[config.mk]
export PLATFORM = sky130hd
export DESIGN_NAME = fetch_unit
export DESIGN_NICKNAME = d
export VERILOG_FILES = /design/src/rtl/fetch_unit.sv
export SDC_FILE = /design/constraint.sdc
export NUM_CORES = 1
export LEC_CHECK = 0
export ABC_AREA = 0
export ABC_CLOCK_PERIOD_IN_PS = 2700
export CELL_PAD_IN_SITES_DETAIL_PLACEMENT = 0
export CELL_PAD_IN_SITES_GLOBAL_PLACEMENT = 1
export CORE_ASPECT_RATIO = 2
export CORE_UTILIZATION = 50
export CTS_BUF_LIST = sky130_fd_sc_hd__clkbuf_8
export CTS_CLUSTER_DIAMETER = 30
export CTS_CLUSTER_SIZE = 8
export DETAILED_ROUTE_END_ITERATION = 16
export DONT_BUFFER_PORTS = 1
export PLACE_DENSITY_LB_ADDON = 0.08
export SYNTH_ARGS = -nofsm -noshare
export SYNTH_HDL_FRONTEND = slang
export SYNTH_SLANG_ARGS = --single-unit
[constraint.sdc]
create_clock -name clk -period 2.7 [get_ports clk]
set_input_delay 0.27 -clock clk [delete_from_list [all_inputs] [get_ports clk]]
set_output_delay 0.27 -clock clk [all_outputs]
set_load 0.01 [all_outputs]
[src/rtl/fetch_unit.sv]
// Instruction-fetch stage: owns the PC, waits out ROM latency, latches the opcode
// into the IR and hands it to execute. Optional breakpoint logic under FETCH_BREAKPOINT_EN.
module fetch_unit #(
  parameter int          ROM_LAT = 1,
  parameter logic [7:0]  HALT_OP = 8'hFF,
  parameter int          PC_STEP = 4
) (
  input  logic        clk,
  input  logic        rst,
  input  logic        run,
  input  logic        edit,
  output logic [7:0]  address,
  input  logic [31:0] opcode,
  output logic [7:0]  ir_op,
  output logic [7:0]  ir_a,
  output logic [7:0]  ir_b,
  output logic [7:0]  ir_dst,
  output logic        ir_valid,
  input  logic        done,
  input  logic        jump,
  input  logic [7:0]  jump_target,
`ifdef FETCH_BREAKPOINT_EN
  input  logic        bp_en,
  input  logic [7:0]  bp_addr,
  output logic        bp_hit,
`endif
  output logic        halted,
  output logic [7:0]  pc
);

  typedef enum logic [1:0] {
    IDLE  = 2'd0,
    FETCH = 2'd1,
    ISSUE = 2'd2,
    HALT  = 2'd3
  } state_t;

  localparam logic [1:0] LAT  = 2'(ROM_LAT);
  localparam logic [7:0] STEP = 8'(PC_STEP);

  state_t      state_reg, state_next;
  logic [7:0]  pc_reg, pc_next;
  logic [1:0]  cnt_reg, cnt_next;
  logic [7:0]  ir_reg [4];
  logic        ir_load;
  logic [7:0]  retire_pc;

`ifdef FETCH_BREAKPOINT_EN
  // armed: breakpoint may fire; resume: parked on a hit, waiting for a run rising edge
  logic        bp_armed_reg, bp_armed_next;
  logic        bp_resume_reg, bp_resume_next;
  logic        bp_hit_reg, bp_hit_next;
  logic        run_q_reg;
`endif

  assign retire_pc = jump ? jump_target : pc_reg + STEP;

  always_comb begin
    state_next = state_reg;
    pc_next    = pc_reg;
    cnt_next   = cnt_reg;
    ir_load    = 1'b0;
`ifdef FETCH_BREAKPOINT_EN
    bp_armed_next  = bp_armed_reg;
    bp_resume_next = bp_resume_reg;
    bp_hit_next    = 1'b0;
`endif
    if (edit) begin
      state_next = IDLE;
      pc_next    = 8'h00;
      cnt_next   = 2'd0;
`ifdef FETCH_BREAKPOINT_EN
      bp_armed_next  = 1'b1;
      bp_resume_next = 1'b0;
`endif
    end else begin
      case (state_reg)
        IDLE: begin
`ifdef FETCH_BREAKPOINT_EN
          if (bp_resume_reg) begin
            if (run && !run_q_reg) begin
              state_next     = FETCH;
              cnt_next       = 2'd0;
              bp_resume_next = 1'b0;
            end
          end else if (run) begin
            if (bp_en && bp_armed_reg && pc_reg == bp_addr) begin
              bp_hit_next    = 1'b1;
              bp_armed_next  = 1'b0;
              bp_resume_next = 1'b1;
            end else begin
              state_next = FETCH;
              cnt_next   = 2'd0;
            end
          end
`else
          if (run) begin
            state_next = FETCH;
            cnt_next   = 2'd0;
          end
`endif
        end
        FETCH: begin
          if (cnt_reg != LAT) begin
            cnt_next = cnt_reg + 2'd1;
          end else begin
            ir_load    = 1'b1;
            state_next = (opcode[7:0] == HALT_OP) ? HALT : ISSUE;
          end
        end
        ISSUE: begin
          if (done) begin
            pc_next    = retire_pc;
            cnt_next   = 2'd0;
            state_next = run ? FETCH : IDLE;
`ifdef FETCH_BREAKPOINT_EN
            // retirement re-arms, so the next PC is checked immediately
            bp_armed_next = 1'b1;
            if (run && bp_en && retire_pc == bp_addr) begin
              state_next     = IDLE;
              bp_hit_next    = 1'b1;
              bp_armed_next  = 1'b0;
              bp_resume_next = 1'b1;
            end
`endif
          end
        end
        HALT: begin
          state_next = HALT;
        end
        default: begin
          state_next = IDLE;
        end
      endcase
    end
  end

  always_ff @(posedge clk or posedge rst) begin
    if (rst) begin
      state_reg <= IDLE;
      pc_reg    <= 8'h00;
      cnt_reg   <= 2'd0;
    end else begin
      state_reg <= state_next;
      pc_reg    <= pc_next;
      cnt_reg   <= cnt_next;
    end
  end

  // IR only changes on the FETCH latch edge; edit leaves it intact
  always_ff @(posedge clk or posedge rst) begin
    if (rst) begin
      for (int i = 0; i < 4; i++) ir_reg[i] <= 8'h00;
    end else if (ir_load) begin
      for (int i = 0; i < 4; i++) ir_reg[i] <= opcode[8*i +: 8];
    end
  end

`ifdef FETCH_BREAKPOINT_EN
  always_ff @(posedge clk or posedge rst) begin
    if (rst) begin
      bp_armed_reg  <= 1'b1;
      bp_resume_reg <= 1'b0;
      bp_hit_reg    <= 1'b0;
      run_q_reg     <= 1'b0;
    end else begin
      bp_armed_reg  <= bp_armed_next;
      bp_resume_reg <= bp_resume_next;
      bp_hit_reg    <= bp_hit_next;
      run_q_reg     <= run;
    end
  end

  assign bp_hit = bp_hit_reg;
`endif

  assign pc       = pc_reg;
  assign address  = pc_reg;
  assign ir_op    = ir_reg[0];
  assign ir_a     = ir_reg[1];
  assign ir_b     = ir_reg[2];
  assign ir_dst   = ir_reg[3];
  assign ir_valid = (state_reg == ISSUE);
  assign halted   = (state_reg == HALT);

endmodule
# ---- Word level (Yosys, flattened, before mapping)
# Cells that the tools add are included.
dict set report op_classes {
  add_sub_neg 2
  eq_ne 9
  mux 19
  reduce_logical 7
}
# operator count
set ops {}
lappend ops {{2-to-1 mux 8 bit} 4}
lappend ops {{2-to-1 mux 2 bit} 8}
lappend ops {{inequality test 3 bit (second input constant)} 3}
lappend ops {{adder 8 x 3 -> 8 bit (second input constant)} 1}
lappend ops {{== test 8 bit (second input constant)} 1}
lappend ops {{one-hot mux 2 bit (4 select lines)} 1}
lappend ops {{one-hot mux 2 bit (3 select lines)} 1}
lappend ops {{2-to-1 mux 1 bit} 5}
lappend ops {{== test 2 bit (second input constant)} 2}
lappend ops {{AND reduction 4 bit} 1}
lappend ops {{nonzero test 2 bit} 2}
lappend ops {{nonzero test 4 bit} 1}
lappend ops {{inequality test 3 x 2 -> 1 bit (second input constant)} 1}
lappend ops {{AND reduction 3 bit} 1}
lappend ops {{adder 2 x 1 -> 2 bit (second input constant)} 1}
lappend ops {{== test 2 x 1 -> 1 bit (second input constant)} 1}
lappend ops {{logical NOT 2 bit} 1}
lappend ops {{inequality test 2 x 1 -> 1 bit (second input constant)} 1}
lappend ops {{AND reduction 2 bit} 1}
dict set report word_totals {
  ff_bits 44
  output_inout_bits 50
}

# ---- Longest topological paths before layout
# Gate-level depths: netlist (run 1).
dict set report depth {
  word_depth 5
  depth_mapped 6
  depth_no_buf 5
}

# ---- Worst setup path before layout (run 1)
# OpenSTA, ideal clock, no wires.
dict set report synth_path {
  kind {reg2reg}
  start {register cnt_reg[1]}
  end {register ir_reg, in the netlist ir_a[6]}
  t_arrival_ns 1.436
  required_time_ns 2.575
  slack_ns 1.139
  stages_incl_launch_ff 7
  synth_period_minus_slack_ns 1.561
  path_cell_list {dfrtp_1 > inv_1 > ha_1 > nand2_1 > nor3_2 > buf_2 > mux2_2}
}
dict set report synth_between {
  elab_chain_cells 4
}
# element line_no
set synth_lines {}
lappend synth_lines {{start: declaration} 43} ;# logic [1:0] cnt_reg, cnt_next;
lappend synth_lines {{start signal: assignment} 146} ;# cnt_reg <= cnt_next;
lappend synth_lines {{inequality test 2 x 1 -> 1 bit} 104} ;# if (cnt_reg != LAT) begin
lappend synth_lines {{2-to-1 mux 1 bit} 104}
lappend synth_lines {{2-to-1 mux 1 bit} 77} ;# case (state_reg)
lappend synth_lines {{2-to-1 mux 1 bit} 68} ;# if (edit) begin
lappend synth_lines {{end: declaration} 44} ;# logic [7:0] ir_reg [4];
# Every way passes these cells.
# A chain may end at the register's enable or synchronous reset.

# ---- Final worst setup path (run 1)
dict set report layout_path {
  start {register cnt_reg[1]}
  end {register ir_reg, in the netlist ir_a[3]}
}
# Same word-level chain as after synthesis.

==> results of run 1 <==
-- cells in the final DEF, fill, tap and decap left out, types with 3 or more instances in the layout --
cell type,synthesis,routed
dfrtp_1,44,44
mux2_1,26,26
mux2_2,9,9
nor2_1,7,7
nand2_1,6,6
o21ai_0,5,5
a21oi_1,5,5
clkbuf_8,0,5
inv_1,5,4
a31oi_1,4,4
nand3_1,4,4
and2_1,3,3
nand4_1,3,3
buf_4,8,3
-- metal layers --
layer	vias to the layer above	part of all wire
met2	57	0.58
met3	6	0.062
met4	0	0.014
met5	-	0
li1	553	-
met1	628	0.35
-- per-stage QoR --
step                      utilization  area, sq um  power, uW  setup slack (ns)
after floorplan                     -         1998       1208             1.139
after global placement         0.5173         1988       1253             1.077
after detailed placement       0.5173         1988       1272             1.019
after CTS                      0.5426         2086       1675             1.015
after global routing           0.5426         2086       1743            0.9075
final                          0.5426         2086       1644             1.023
-- worst max-delay path: stages (launching register included) --
cell and delay, ns:
dfrtp_1 0.38, inv_1 0.06, ha_1 0.16, nand2_1 0.13, nor3_4 0.17, buf_4 0.28, mux2_1 0.37
-- logic make-up (layout without fill, tap and decap cells) --
family,after synthesis,in the layout
and+or+nand+nor,37,37
adders and majority gates,2,2
buffers and inverters,21,17
muxes,36,36
AOI/OAI and AO/OA,22,22
DFF,44,44
-- how the worst max path moves through the flow --
stage | start | to | slack (ns) | cells past startpoint
4_1_cts | cnt_reg[1]$_DFFE_PP0P_ | ir_a[3]$_DFFE_PP0P_ | 1.01 | 6
2_1_floorplan | cnt_reg[1]$_DFFE_PP0P_ | ir_a[6]$_DFFE_PP0P_ | 1.14 | 6
3_5_place_dp | cnt_reg[1]$_DFFE_PP0P_ | ir_a[3]$_DFFE_PP0P_ | 1.02 | 6
5_1_grt | cnt_reg[1]$_DFFE_PP0P_ | ir_op[2]$_DFFE_PP0P_ | 0.91 | 6
6_report | cnt_reg[1]$_DFFE_PP0P_ | ir_a[3]$_DFFE_PP0P_ | 1.02 | 6
3_3_place_gp | cnt_reg[1]$_DFFE_PP0P_ | ir_a[6]$_DFFE_PP0P_ | 1.08 | 6
-- where the power goes --
group          internal [uW]  switching [uW]  total, uW
clock network            180             216        396
logic                    118            69.4        188
registers                847             213       1060
total                   1150             498       1640
-- cell type report --
cell class,instances,area share
flip-flops and latches,44,0.5279
multi-input cells,97,0.3749
clock buffers,5,0.03299
well taps,51,0.03059
repair buffers,4,0.01560
clock inverters,3,0.008998
inverters,5,0.008998
==> run metrics, run 1 <==
unrepaired setup endpoints after global routing false; synthesized instance count 162; worst-margin pin slew 0.6648 ns; Worst Setup Start Kind flop; Synth Area in Compound Gates 0.07013; # DRC 0; average size of a mapped cell 12.33 sq um; Mapped Area 1998 sq um; Post-DRT Antenna Nets 0; Sequential Area 1101 sq um; global-route track usage on met3 0.05765; routed vias 1244; kind of end point of the critical path flop; largest cells by area after synthesis dfrtp_1 55%, mux2_1 15%, mux2_2 5.1%, buf_4 3.0%, nor2_1 1.3%; fmax 596.2 MHz; prevailing post-synth register cell dfrtp_1; CTS sink count 44; Setup CP Type reg2reg; Post-synth top cells 44 x dfrtp_1, 26 x mux2_1, 9 x mux2_2; Finished Layout Cells 209; area of the core 3844 sq um; WHS Endpoint address[4]$_DFFE_PP0P_; R2R Setup Slk 1.02 ns; router iterations before antenna repair 4; worst min-delay path class in2reg; PortBufs 0; DRT iter0 DRCs 13; period utilization 0.6212; syn nets 210; CTS root buf clkbuf_8; R2R depth 6; Overall Global Routing Usage 0.1985; largest net degree at the start of global routing 27; largest family of logic cells by synthesized area multiplexers; share of cells above drive strength 1 0.1392; Initial Utilization 0.5199; DR vias/cell 5.952; FILL cells 367; Die Height 91.40 um; RR Endpoint ir_a[3]$_DFFE_PP0P_; Yosys warnings 0; Rel. slew slack 0.5541; FP Rows 32; nets@finish 205; Synth area leader dfrtp_1; Setup Buffers After CTS 0; worst hold path depth 1; sequential area share after synthesis 0.5510; TritonCTS clock tree built; leakage power 0.0008913 uW; Setup Viol. Count Final 0; post-DR wirelength/cell 18.37 um; Longest Clk Path Bufs 2; Worst-path clk slew 0.08 ns; post-cts sizing count 0; EDFF count, synth 0; post-DP HPWL 2.912 mm; Simple-Gate Fraction of Synth Area 0.1033; final hold violations 0; worst r2r src cnt_reg[1]$_DFFE_PP0P_; die width 46.70 um; RD Place Congestion 0.7405; maximum vdd drop 0.0005165 V; setup TNS 0 ns; most numerous cell in the Yosys netlist dfrtp_1; worst skew pair latency 0.29 ns; Remaining Overflow, GRT 0; hold buffer count at CTS 1; H-tree depth 2; met1 usage 0.1955; Worst Path Required 2.87 ns; WP data arrival 1.85 ns; Yosys reg bits 44; grt met2 use 0.3634; XOR/XNOR Fraction of Synth Area 0; count of cell types in the netlist 38; status completed; Power Density 788.2 nW/um^2; initial antenna violation count 0; CP Max Fanout 18; Post-Synth Adder-Cell Area 0.01252; skew final 0.005360 ns; TritonCTS buffer count 5; num ports 96; Post-Place Cells 200; number of global-route vias before repair 1335; post-synthesis mux area share 0.2023; # diodes 0; Max Cap Violations 0; Hold WS 0.03379 ns; gr busiest metal met2; top-area cell type share of the netlist area 0.5510; DIE AREA 4268 sq um; final worst path period need 1.677 ns; first-pass GRT wire length 6.203 mm; hold_sp edit; area of the multi-input gates 782.0 sq um; Slew Viols, Final 0; final wirelength 3.840 mm; FFs w/ async S/R, synth 1.000; Syn-to-layout area delta 4.383%
Power figures use the tool's default switching activity.
==> inputs of run 2 (changes only) <==
--- a/config.mk
+++ b/config.mk
@@ -6,11 +6,11 @@
 export NUM_CORES = 1
 export LEC_CHECK = 0
 export ABC_AREA = 0
-export ABC_CLOCK_PERIOD_IN_PS = 2700
+export ABC_CLOCK_PERIOD_IN_PS = 1630
 export CELL_PAD_IN_SITES_DETAIL_PLACEMENT = 0
 export CELL_PAD_IN_SITES_GLOBAL_PLACEMENT = 1
 export CORE_ASPECT_RATIO = 2
-export CORE_UTILIZATION = 50
+export CORE_UTILIZATION = 49
 export CTS_BUF_LIST = sky130_fd_sc_hd__clkbuf_8
 export CTS_CLUSTER_DIAMETER = 30
 export CTS_CLUSTER_SIZE = 8
==> constraint.sdc (replaced) <==
create_clock -name clk -period 1.63 [get_ports clk]
set_input_delay 0.163 -clock clk [delete_from_list [all_inputs] [get_ports clk]]
set_output_delay 0.163 -clock clk [all_outputs]
set_load 0.01 [all_outputs]
==> run 2 against run 1 <==
  * Utilization is 9.7 points higher
  * Clock skew is 0.00096 ns higher
  * Global-route usage is 0.96 points higher
  * Non-clock buffer count is 27 higher
  * Worst hold slack worse by 0.031 ns
  * Maximum frequency is 4.4% higher
==> run metrics, run 2 (same netlist as run 1, synthesis figures left out) <==
status completed; num ports 96 (unchanged); Worst-path clk slew 0.08 ns (about the same); Worst Path Required 1.81 ns (-1.06 ns); RD Place Congestion 0.6710 (-9.4%); switching pwr 889.3 uW (+78%); commonest non-fill, non-tap cell in the layout dfrtp_1; final wirelength 4.709 mm (+23%); kind of end point of the critical path flop; number of global-route vias before repair 1413 (+5.8%); Remaining Overflow, GRT 0 (unchanged); initial antenna violation count 0 (unchanged); maximum vdd drop 0.0008348 V (+62%); Post-DRT Antenna Nets 0 (unchanged); most frequent cells in the layout 43 x dfrtp_1, 16 x mux2_4, 15 x mux2_1, 15 x dlygate4sd3_1, 9 x buf_4; Flop pwr share 0.597 (-0.048); Finished Layout Cells 236 (+13%); FILL cells 322 (-12%); Initial Utilization 0.5145 (-0.005359); unrepaired setup endpoints after global routing true; global-route track usage on met3 0.05653 (-0.001124); Switching Share 0.2984 (-0.004739); Clock power frac 0.233 (-0.008); Power Density 1200 nW/um^2 (+52%); period utilization 0.9856 (+0.3644); # diodes 0 (unchanged); DR vias/cell 5.733 (-3.7%); setup TNS 0 ns (unchanged); post-DP HPWL 3.224 mm (+11%); worst-margin pin slew 0.7851 ns (+0.1203 ns); Setup CP Type reg2reg; PortBufs 0 (unchanged); DIE AREA 4353 sq um (+2.0%); largest net degree at the start of global routing 33 (+22%); CTS sink count 44 (unchanged); first-pass GRT wire length 6.396 mm (+3.1%); nets@finish 232 (+13%); routed vias 1353 (+8.8%); worst skew pair latency 0.29 ns (about the same); grt met2 use 0.3738 (+0.01042); Overall Global Routing Usage 0.2081 (+0.009566); Pwr Total 2980 uW (+81%); Syn-to-layout area delta 24.23%; CTS root buf clkbuf_8; Worst Setup Start Kind flop; worst min-delay path class in2reg; CP Max Fanout 8 (-10); # DRC 0 (unchanged); share of cells above drive strength 1 0.2649 (+0.1256); Comb pwr share 0.170 (+0.056); gr busiest metal met2; TritonCTS buffer count 5 (unchanged); fmax 622.5 MHz (+4.4%); TritonCTS clock tree built; Rel. slew slack 0.4733 (-0.08071); H-tree depth 2 (unchanged); WP data arrival 1.79 ns (-0.06 ns); final hold violations 0 (unchanged); skew final 0.006318 ns (+0.0009582 ns); DRT iter0 DRCs 21 (+8); final worst path period need 1.606 ns (-0.07076 ns); Max Cap Violations 0 (unchanged); post-DR wirelength/cell 19.95 um (+8.6%); Longest Clk Path Bufs 2 (unchanged); met1 usage 0.2113 (+0.01580); Die Height 92.31 um (+1.0%); Slew Viols, Final 0 (unchanged); Setup Viol. Count Final 0 (unchanged); leakage power 0.001088 uW (+22%); router iterations before antenna repair 3 (-1); Int Pwr 2091 uW (+82%); Post-Place Cells 206 (+3.0%); FP Rows 32 (unchanged); area of the core 3884 sq um (+1.0%); die width 47.16 um (+0.97%)
[run 2: timing repair]
action | 4_1_cts | 5_1_grt
hold buffers | 14 | 1
resized for setup | 0 | 24
endpoints found under the setup margin | 0 | 32
buffers inserted | 0 | 4
hold endpoints to repair | 40 | 1
[run 2: routing by layer]
metal / wire (um) / part of all wire / vias to the layer above
met5: 0 / 0 / -
met4: 67 / 0.014 / 0
met3: 273 / 0.058 / 6
met2: 2762 / 0.59 / 63
met1: 1606 / 0.34 / 671
li1: - / - / 613
[run 2: final timing paths]
check | start | end | slack (ns) | cells after the start
max reg2reg | cnt_reg[1]$_DFFE_PP0P_ | ir_b[1]$_DFFE_PP0P_ | 0.02 | 7
min reg2reg | cnt_reg[1]$_DFFE_PP0P_ | cnt_reg[1]$_DFFE_PP0P_ | 0.53 | 1
max | cnt_reg[1]$_DFFE_PP0P_ | ir_b[1]$_DFFE_PP0P_ | 0.02 | 7
max in group asynchronous | rst | state_reg[0]$_DFFE_PP0P_ | 0.73 | 3
min in group asynchronous | rst | ir_b[5]$_DFFE_PP0P_ | 0.36 | 2
min | opcode[23] | ir_b[7]$_DFFE_PP0P_ | 0.003 | 1
[run 2: layout make-up]
cell class              instances  area (sq um)  area share
flip-flops and latches         44          1102      0.4441
multi-input cells              97         862.1      0.3473
repair buffers                 31         341.6      0.1376
clock buffers                   6         82.58     0.03327
well taps                      51         63.81     0.02571
inverters                       5         18.77    0.007560
clock inverters                 2         11.26    0.004536
[run 2: worst max-delay path: stages (launching register included)]
cell,delay [ns]
dfrtp_1,0.39
inv_2,0.07
ha_4,0.14
nand2_4,0.06
nor3_4,0.22
buf_6,0.15
clkbuf_16,0.16
mux2_4,0.30
[run 2: power by group through the flow]
stage	clock [uW]	combinational (uW)	sequential, uW
6_report	695	507	1780
3_5_place_dp	0	346	1790
4_1_cts	716	376	1770
3_3_place_gp	0	313	1770
2_1_floorplan	0	288	1710
5_1_grt	757	552	1820
[run 2: stage by stage]
stage	setup slack (ns)	cell area, sq um	utilization	hold slack (ns)
detailed placement	0.01416	2058	0.5300	0.1283
global route	-0.04106	2482	0.6392	0.002619
floorplan	0.06896	1998	-	0.2977
global placement	0.09493	2058	0.5300	0.1072
CTS	0.01028	2292	0.5902	0.001852
finish	0.02351	2482	0.6392	0.003023
==> inputs of run 3 (changes only) <==
--- a/config.mk
+++ b/config.mk
@@ -16,6 +16,7 @@
 export CTS_CLUSTER_SIZE = 8
 export DETAILED_ROUTE_END_ITERATION = 16
 export DONT_BUFFER_PORTS = 1
+export GPL_TIMING_DRIVEN = 0
 export PLACE_DENSITY_LB_ADDON = 0.08
 export SYNTH_ARGS = -nofsm -noshare
 export SYNTH_HDL_FRONTEND = slang
==> run 3 against run 2 <==
  * Combinational power shrank 11%
  * Cell count shrank 1.7%
  * First-iteration DRC count grew 52%
==> run metrics, run 3 (same netlist as run 1, synthesis figures left out) <==
status completed; Die Height 92.31 um (unchanged); initial antenna violation count 0 (unchanged); number of global-route vias before repair 1414 (+0.071%); slowest CP cell dfrtp_1; worst path buffer plus inverter count 1 (-2); largest net degree at the start of global routing 45 (+36%); CTS root buf clkbuf_8; H-tree depth 2 (unchanged); CP Max Fanout 10 (+2); fmax 640.9 MHz (+3.0%); DIE AREA 4353 sq um (unchanged); TritonCTS buffer count 5 (unchanged); Post-DRT Antenna Nets 0 (unchanged); share of cells above drive strength 1 0.2928 (+0.02795); Hold WS 0.004282 ns (+0.001259 ns); Rel. slew slack 0.4084 (-0.06494); Syn-to-layout area delta 21.10%; most frequent cells in the layout 43 x dfrtp_1, 17 x mux2_1, 12 x buf_4; TritonCTS clock tree built; FP Rows 32 (unchanged); Remaining Overflow, GRT 0 (unchanged); unrepaired setup endpoints after global routing true; Final Util 0.6231 (-0.01611); critical path's largest stage delay 0.38 ns (about the same); worst min-delay path class in2reg; Worst Setup Start Kind flop; CTS sink count 44 (unchanged); FILL cells 330 (+2.5%); area of the core 3884 sq um (unchanged); leakage power 0.001070 uW (-1.6%); Worst-path clk slew 0.08 ns (about the same); routed vias 1333 (-1.5%); Worst Path Required 1.81 ns (about the same); Crit path max-delay family flip-flops; commonest non-fill, non-tap cell in the layout dfrtp_1; die width 47.16 um (unchanged); nets@finish 228 (-1.7%); PortBufs 0 (unchanged); worst skew pair latency 0.29 ns (about the same); RR Endpoint cnt_reg[0]$_DFFE_PP0P_; final worst path period need 1.560 ns (-0.04629 ns); Slew Viols, Final 0 (unchanged); Power Density 1281 nW/um^2 (+6.7%); Setup Viol. Count Final 0 (unchanged); post-DR wirelength/cell 18.38 um (-7.9%); num ports 96 (unchanged); Setup CP Type reg2reg; maximum vdd drop 0.0008752 V (+4.8%); first-pass GRT wire length 6.423 mm (+0.42%); Longest Clk Path Bufs 2 (unchanged); worst-margin pin slew 0.8861 ns (+0.1010 ns); final hold violations 0 (unchanged); DRT iter0 DRCs 32 (+52%); Critical path origin state_reg[0]$_DFFE_PP0P_; Overall Global Routing Usage 0.2085 (+0.0003791); R2R depth 4 (-3); RD Place Congestion 0.6988 (+4.1%); post-DP HPWL 3.035 mm (-5.9%); kind of end point of the critical path flop; skew final 0.003938 ns (-0.002381 ns); Worst setup endpoint cnt_reg[0]$_DFFE_PP0P_; R2R Setup Slk 0.07 ns (+0.05 ns); worst-path cell chain buf_4 -> or2_0 -> a311o_1 -> mux2_1; DR vias/cell 5.746 (+0.22%); WP data arrival 1.74 ns (-0.05 ns); Max Cap Violations 0 (unchanged); final wirelength 4.263 mm (-9.5%); Critical Path Stages 4 (-3); # DRC 0 (unchanged); # diodes 0 (unchanged); period utilization 0.9572 (-0.02840); worst r2r src state_reg[0]$_DFFE_PP0P_; Initial Utilization 0.5145 (unchanged); router iterations before antenna repair 4 (+1)
run 3: how the worst min path moves through the flow:
stage / from / to / slack (ns) / cells past startpoint
3_3_place_gp: opcode[3] / ir_op[3]$_DFFE_PP0P_ / 0.30 / 1
4_1_cts: opcode[31] / ir_dst[7]$_DFFE_PP0P_ / 0.0004 / 1
6_report: opcode[1] / ir_op[1]$_DFFE_PP0P_ / 0.004 / 1
5_1_grt: opcode[1] / ir_op[1]$_DFFE_PP0P_ / -0.008 / 1
3_5_place_dp: rst / ir_b[3]$_DFFE_PP0P_ / 0.29 / 1
2_1_floorplan: opcode[8] / ir_a[0]$_DFFE_PP0P_ / 0.30 / 1
run 3: final cells by class:
cell class / count / area (sq um) / share of cell area
buffer: 16 / 131.4 / 0.05429
clock inverter: 1 / 30.03 / 0.01241
timing repair buffer: 11 / 137.6 / 0.05688
inverter: 5 / 18.77 / 0.007756
sequential: 44 / 1102 / 0.4555
tap: 51 / 63.81 / 0.02637
clock buffer: 7 / 96.34 / 0.03981
multi-input combinational: 97 / 839.6 / 0.3469
run 3: what timing repair did:
| item | 4_1_cts | 5_1_grt |
|---|---|---|
| gates cloned | 2 | 1 |
| hold buffers | 2 | 2 |
| resized for setup | 19 | 11 |
| pin swaps | 1 | 2 |
| endpoints found under the setup margin | 31 | 34 |
| endpoints found under the hold margin | 45 | 2 |
| setup buffers | 3 | 1 |
run 3: power by group:
group | internal, uW | switching [uW] | leakage [uW]
clock network | 540 | 340 | 0.0000645
logic | 294 | 157 | 0.000453
registers | 1400 | 363 | 0.000553
total | 2240 | 861 | 0.00107
run 3: through the flow:
| step | power [uW] | cells | cell area (sq um) | TNS [ns] | setup slack [ns] |
|---|---|---|---|---|---|
| global placement | 2088 | 213 | 2062 | -4.615 | -0.1729 |
| detailed placement | 2129 | 213 | 2062 | -5.886 | -0.2062 |
| finish | 3099 | 232 | 2420 | 0 | 0.06980 |
| CTS | 3035 | 228 | 2326 | 0 | 0.001442 |
| floorplan | 2001 | 162 | 1998 | 0 | 0.06896 |
| global route | 3252 | 232 | 2420 | -0.04159 | -0.01489 |
run 3: per-layer routing:
| layer | GRT usage | vias to the layer above | wire, um |
|---|---|---|---|
| met5 | 0 | - | 0 |
| met4 | 0.07143 | 0 | 68 |
| met3 | 0.06043 | 5 | 349 |
| met2 | 0.3785 | 72 | 2420 |
| met1 | 0.2088 | 652 | 1424 |
| li1 | - | 604 | - |
